[src/rtl/regfile_read_arbiter.sv]
// regfile_read_arbiter
// Shares the register file's single 16:1 read port among NUM_REQ requesters.
// Round-robin grant (at most one per cycle), combinational mux select in the
// grant cycle, and a one-cycle registered response slice per requester.
//
// Optional build macro: RF_ARB_BYPASS_EN
//   defined   -> a write to the granted address in the grant cycle is
//                forwarded into the response (write-to-read bypass)
//   undefined -> the response always takes rf_data_i (old contents on a
//                same-cycle collision); the write ports are left unused.
//
// Handshake (valid/ready): requester k raises req_valid_i[k] with a stable
// req_addr_i slice k and holds both until it sees req_ready_o[k]=1 in the
// same cycle. That cycle is the transfer. It may drop valid (or present a new
// address) from the following cycle. The response for a transfer in cycle T
// appears as a one-cycle rsp_valid_o[k] pulse in cycle T+1, with the word
// held in rsp_data_o slice k until the next transfer for k.

module regfile_read_arbiter #(
    parameter int N       = 32,
    parameter int NUM_REQ = 4
) (
    input  logic                   clk_i,
    input  logic                   rst_i,
    input  logic [NUM_REQ-1:0]     req_valid_i,
    input  logic [4*NUM_REQ-1:0]   req_addr_i,
    output logic [NUM_REQ-1:0]     req_ready_o,
    output logic [3:0]             rf_sel_o,
    input  logic [N-1:0]           rf_data_i,
    input  logic                   wr_en_i,
    input  logic [3:0]             wr_addr_i,
    input  logic [N-1:0]           wr_data_i,
    output logic [NUM_REQ-1:0]     rsp_valid_o,
    output logic [N*NUM_REQ-1:0]   rsp_data_o,
    output logic                   busy_o
);

    // Pointer width; one extra bit is used for the wrap arithmetic.
    localparam int PTR_W = (NUM_REQ > 1) ? $clog2(NUM_REQ) : 1;
    localparam logic [PTR_W:0] NUM_REQ_W = NUM_REQ[PTR_W:0];

    // Modular add of two in-range indices; the sum is below 2*NUM_REQ so a
    // single conditional subtraction brings it back into range.
    function automatic logic [PTR_W-1:0] wrap_add(
        input logic [PTR_W-1:0] base,
        input logic [PTR_W-1:0] off
    );
        logic [PTR_W:0] sum;
        sum = {1'b0, base} + {1'b0, off};
        if (sum >= NUM_REQ_W) begin
            sum = sum - NUM_REQ_W;
        end
        return sum[PTR_W-1:0];
    endfunction

    // ------------------------------------------------------------------
    // State
    // ------------------------------------------------------------------
    logic [PTR_W-1:0]   rr_ptr;
    logic [NUM_REQ-1:0] rsp_valid_q;
    logic               busy_q;
    logic [N-1:0]       rsp_q [NUM_REQ];

    // ------------------------------------------------------------------
    // Per-requester address view of the flat address bus
    // ------------------------------------------------------------------
    logic [3:0] req_addr [NUM_REQ];

    for (genvar g = 0; g < NUM_REQ; g++) begin : g_unpack
        assign req_addr[g]           = req_addr_i[4*g +: 4];
        assign rsp_data_o[N*g +: N]  = rsp_q[g];
    end

    // ------------------------------------------------------------------
    // Arbitration
    // ------------------------------------------------------------------
    logic [NUM_REQ-1:0] grant_vec;
    logic [PTR_W-1:0]   grant_idx;
    logic               grant_hit;
    logic [3:0]         grant_sel;
    logic [PTR_W-1:0]   cand;
    logic [PTR_W-1:0]   next_ptr;

    // Scan from rr_ptr upward (wrapping) and pick the first valid requester;
    // reset forces no grant and a zero select.
    always_comb begin
        grant_vec = '0;
        grant_idx = '0;
        grant_hit = 1'b0;
        grant_sel = '0;
        cand      = '0;
        if (!rst_i) begin
            for (int i = 0; i < NUM_REQ; i++) begin
                cand = wrap_add(rr_ptr, PTR_W'(i));
                if (!grant_hit && req_valid_i[cand]) begin
                    grant_hit = 1'b1;
                    grant_idx = cand;
                end
            end
            if (grant_hit) begin
                grant_vec[grant_idx] = 1'b1;
                grant_sel            = req_addr[grant_idx];
            end
        end
    end

    // Pointer moves to the requester just after the winner.
    assign next_ptr = wrap_add(grant_idx, PTR_W'(1));

    // ------------------------------------------------------------------
    // Word captured into the response slice
    // ------------------------------------------------------------------
    logic [N-1:0] capture_word;

`ifdef RF_ARB_BYPASS_EN
    // A same-cycle write to the address being read wins over the stale mux output.
    always_comb begin
        capture_word = rf_data_i;
        if (wr_en_i && (wr_addr_i == grant_sel)) begin
            capture_word = wr_data_i;
        end
    end
`else
    // Without forwarding the read returns the register's old contents.
    always_comb begin
        capture_word = rf_data_i;
    end

    // Write ports are kept for a uniform interface but have no effect here.
    logic unused_wr_ports;
    assign unused_wr_ports = ^{wr_en_i, wr_addr_i, wr_data_i};
`endif

    // ------------------------------------------------------------------
    // Registered state: pointer, response slices, pulses, busy flag
    // ------------------------------------------------------------------

    // Capture the granted read and advance the pointer; reset clears all.
    always_ff @(posedge clk_i) begin
        if (rst_i) begin
            rr_ptr      <= '0;
            rsp_valid_q <= '0;
            busy_q      <= 1'b0;
            for (int k = 0; k < NUM_REQ; k++) begin
                rsp_q[k] <= '0;
            end
        end else begin
            rsp_valid_q <= grant_vec;
            busy_q      <= grant_hit;
            if (grant_hit) begin
                rr_ptr           <= next_ptr;
                rsp_q[grant_idx] <= capture_word;
            end
        end
    end

    // ------------------------------------------------------------------
    // Outputs
    // ------------------------------------------------------------------
    assign req_ready_o = grant_vec;
    assign rf_sel_o    = grant_sel;
    assign rsp_valid_o = rsp_valid_q;
    assign busy_o      = busy_q;

endmodule
[config.mk]
export PLATFORM = sky130hd
export DESIGN_NAME = regfile_read_arbiter
export DESIGN_NICKNAME = d
export VERILOG_FILES = /design/src/rtl/regfile_read_arbiter.sv
export SDC_FILE = /design/constraint.sdc
export NUM_CORES = 1
export LEC_CHECK = 0
export CAP_MARGIN = 10
export CORE_ASPECT_RATIO = 1.4
export CORE_UTILIZATION = 45
export DETAILED_ROUTE_END_ITERATION = 7
export GPL_ROUTABILITY_DRIVEN = 1
export PLACE_DENSITY = 0.91
export SLEW_MARGIN = 30
export SYNTH_ARGS = -nofsm -noshare
export SYNTH_HDL_FRONTEND = slang
export SYNTH_SLANG_ARGS = --single-unit
[constraint.sdc]
create_clock -name clk_i -period 7.7 [get_ports clk_i]
set_clock_uncertainty 0.05 [all_clocks]
set_input_delay 1.925 -clock clk_i [delete_from_list [all_inputs] [get_ports clk_i]]
set_output_delay 1.925 -clock clk_i [all_outputs]
set_load 0.05 [all_outputs]
After elaboration in Yosys (flattened, before gate mapping):

Memory sizes are Yosys's and may differ from the RTL's.
Index checks and enable logic that the tools add are counted.

* memories: 1
* word-level logic and storage cells: 83
* output and inout port bits: 141
* register bits after elaboration: 7
* bits in writable memories: 128

Memories
* rsp_q: depth 4, width 32, read ports 4, clocked after memory_dff 0, wr ports 4, RTL line 62 `logic [N-1:0] rsp_q [NUM_REQ];`

* add/subtract/negate cells: 9
* reductions and logical operators: 8
* multiplexer cells: 49
* magnitude comparators: 12
* bitwise logic cells: 1

Operators with widths (count)
* $mux W2: 16
* $mux W32: 1
* $reduce_or A32 Y1: 1
* $mux W4: 6
* $mux W1: 20
* $ge A3 B3 Y1 const B: 5
* $lt A2 B3 Y1 const B: 5
* $sub A2 B1 Y2 const B: 5
* $bmux W1 S2: 4
* $bmux W4 S2: 1
* $add A2 B1 Y3 const B: 2
* $add A2 B2 Y3 const B: 2
* $logic_and A1 B1 Y1: 4
* $ge A2 B3 Y1 const B: 1
* $logic_not A1 Y1: 3
* $not A2 Y3: 1
* $demux W1 S2: 1
* $ge A2 B1 Y1 const B: 1

Depth between registers and ports, before layout:

* depth after elaboration: 25
* depth in mapped cells: 8
* depth with buffers taken out: 5

Worst setup path before layout:

No wires, ideal clock.

* path type: in2out
* start: input port req_valid_i[0]
* end: output port rf_sel_o[0]
* stages: 4
* slack: 2018 ps
* arrival time: 3707 ps
* buffers on the path: 0
* data required time: 5725 ps
* cell sequence: a21oi_1 o221a_2 nor2b_1 a221o_1

* word-level cells in the longest chain between the ends: 22
* elaborated cells between the ends (all ways): 33

RTL lines
* start, declared: RTL line 25 `input logic [NUM_REQ-1:0] req_valid_i,`
* $bmux W1 S2: RTL line 95 `if (!grant_hit && req_valid_i[cand]) begin`
* $mux W1 (not written as such): RTL line 95
* $mux W1: RTL line 95
* $mux W1: RTL line 92 `if (!rst_i) begin`
* $logic_not A1 Y1: RTL line 95
* $logic_and A1 B1 Y1: RTL line 95
* $mux W1: RTL line 95
* $mux W1: RTL line 92
* [5 not listed]
* $logic_and A1 B1 Y1: RTL line 95
* $mux W2: RTL line 95
* $mux W2: RTL line 92
* $not A2 Y3 (not written as such): RTL line 102 `grant_sel = req_addr[grant_idx];`
* $bmux W4 S2: RTL line 102
* $mux W4 (not written as such) (2 in a row): RTL line 102
* $mux W4 *: RTL line 100 `if (grant_hit) begin`
* $mux W4 *: RTL line 92
* end, declared: RTL line 28 `output logic [3:0] rf_sel_o,`

Every way passes the cells marked *; elsewhere a longest branch is shown, timed or not. The select of a mux whose other input is x is not followed.

Worst setup path after layout:

* start: input port req_valid_i[1]
* end: output port rf_sel_o[0]

Same word-level chain as after synthesis.

==> qor.csv <==
metric,value,unit
regArea,3980,sq um
stdcell_count,697,
hp-class,reg2reg,
cp_data_required_time,5730,ps
netlist.area_leader.share,73.0,%
place_inst,665,
cts_root_buf,clkbuf_16,
vias_per_cell,5.18,
synth_cell_types,33,
layout_setup_ws,979,ps
initial_core_util,46.4,%
chipWidth,93.4,um
gp_congestion,0.888,
syn_inst,338,
period_share,87.3,%
vias,3610,
worst_setup_path_end_kind,output pin,
rsz0062_at_grt,no,
die_h,130,um
ant_nets,0,
hold_buffers,0,
io_buffers,194,
grt_usage,23.1,%
insertion_delay,400,ps
multi_input_area,1210,sq um
p_per_area,299,nW/um^2
netlist_top_cells_count,"and2_1 (128), edfxtp_1 (128), buf_2 (9)",
hold_viol_final,0,
fillers,708,
drt_iter0_drc,238,
max_slew.worst_pin.slew,945,ps
grt_max_degree,36,
grt-ovfl-total,0,
p_clk_share,36.8,%
post-cts-setup-buffers,0,
max_freq,0.149,GHz
p_total,2.40,mW
max_cap_violations,0,
intPower,1.68,mW
cts.sinks,135,
synth_fp_nets,429,
yosys.area.top_type,edfxtp_1,
cts_tree,built,
diodes,0,
synth_edf_count,128,
num-nets-final,631,
syn_area,5260,sq um
grt_pass1_wl,20.1,mm
route.detailed.drc,0,
power.share.switching,30.1,%
status,finished clean,
setup_viol,0,
htree_num_levels,4,
synth-seq-cells,135,
finalSetupTns,0,ps
p_seq_share,38.5,%
min_period,6720,ps
clk_pin_slew_worst_paths,60,ps
combinationalPowerShare,24.7,%
ir_drop,0.152,mV
finalWirelength,13.6,mm
placed_area,7360,sq um
synth_flop_cell,edfxtp_1,
cts_resized,0,
slew-limit-headroom,37.0,%
cts-buffers-inserted,17,
dp_slack,983,ps
syn2layout_area_growth,52.2,%
yosys-top-cells-area,"edfxtp_1 (73%), and2_1 (15%), dfxtp_1 (2.7%)",
async_flop_share,0,%
crit_type,in2out,
postLayoutCellArea,8010,sq um
ioPinCount,232,
drive_gt1_share,9.40,%
yosysWarnings,0,
drt_first_pass_iters,5,
antenna_found_initial,0,
clock_path_buffers,2,
seq_area_frac_synth,75.7,%
arrival,4750,ps
timing.final.max_slew_violations,0,
avgSynthCellArea,15.6,sq um
leakagePower,2.99,nW
coreArea,11300,sq um
dieArea,12100,sq um
start_kind,input port,
grt_pass1_vias,3615,
dp_hpwl,8.92,mm
worst-path-max-fanout,35,
switching_power,0.723,mW
row_count,46,
wl_per_cell,19.5,um
[critical path: stages]
cell             delay (ps)
clkdlybuf4s50_1         560
nor4_4                  450
or2_1                   360
inv_2                   310
and3_1                  490
a221o_1                 470
buf_12                  160
[cells in the final DEF, fill, tap and decap left out, types with 2 or more instances in the layout]
cell type | synthesis | final
nor4_1 | 2 | 2
buf_12 | 0 | 2
nor3_4 | 0 | 2
bufinv_16 | 0 | 5
inv_2 | 2 | 2
nand3_1 | 4 | 4
nor2b_1 | 8 | 8
nand2_1 | 2 | 2
nor3_1 | 4 | 4
buf_4 | 1 | 6
a21oi_1 | 5 | 5
nor2_1 | 5 | 5
dfxtp_1 | 7 | 7
edfxtp_1 | 128 | 128
o21ai_0 | 4 | 4
clkinv_2 | 0 | 3
and3_1 | 2 | 2
and2_1 | 128 | 128
clkbuf_16 | 0 | 17
clkinvlp_4 | 0 | 2
a221o_1 | 4 | 4
or2_2 | 3 | 4
clkbuf_8 | 0 | 2
clkdlybuf4s50_1 | 0 | 189
[routing by layer]
layer | part of all wire (%) | wire length, um | vias up | global-route usage, %
li1 | - | - | 1608 | -
met3 | 6.0 | 816 | 31 | 6.41
met2 | 54 | 7330 | 217 | 40.9
met4 | 3.1 | 417 | 0 | 11.9
met5 | 0 | 0 | - | 0
met1 | 37 | 5050 | 1754 | 25.4
[sequential cells by signal (all words and copies together), names as in the netlist]
name / cells
busy_o: 1
rsp_q: 128
rsp_valid_o: 4
rr_ptr: 2
[final timing paths]
| check | from | cells past startpoint | to | slack, ps |
|---|---|---|---|---|
| setup / recovery | req_valid_i[1] | 7 | rf_sel_o[0] | 980 |
| hold / removal | rr_ptr[1] | 2 | rr_ptr[1] | 550 |
| setup reg to reg | rr_ptr[1] | 6 | rsp_q[1][28] | 4180 |
| hold reg to reg | rr_ptr[1] | 2 | rr_ptr[1] | 550 |
[per-stage QoR]
step                util [%]  hold WS [ps]
global route            70.7           595
floorplan                  -           474
CTS                     70.7           529
detailed placement      64.9           521
finish                  70.7           550
global placement        64.9           501
[power groups by stage]
stage          Clock (mW)  Combinational, mW  Sequential, mW
6_report            0.883              0.593           0.924
5_1_grt             0.923              0.616           0.929
2_1_floorplan           0              0.112            1.19
4_1_cts             0.892              0.597           0.924
3_5_place_dp            0              0.594           0.938
3_3_place_gp            0              0.583           0.933
[area by class of cell]
cell class                      count  area share, %
Multi-Input combinational cell    187           15.1
Sequential cell                   135           49.7
Inverter                            2         0.0937
Timing Repair Buffer              197           24.7
Clock buffer                       20           5.70
Clock inverter                     12           2.47
Tap cell                          144           2.25
[cells by family (layout without fill, tap and decap cells)]
group / Yosys count / count (layout) / synth area share (%)
buffers and inverters: 16 / 231 / 1.57
flip-flops: 135 / 135 / 75.7
AND/OR/NAND/NOR: 167 / 167 / 19.8
AO/OA/AOI/OAI: 20 / 20 / 2.90
Power figures use the tool's default switching activity.
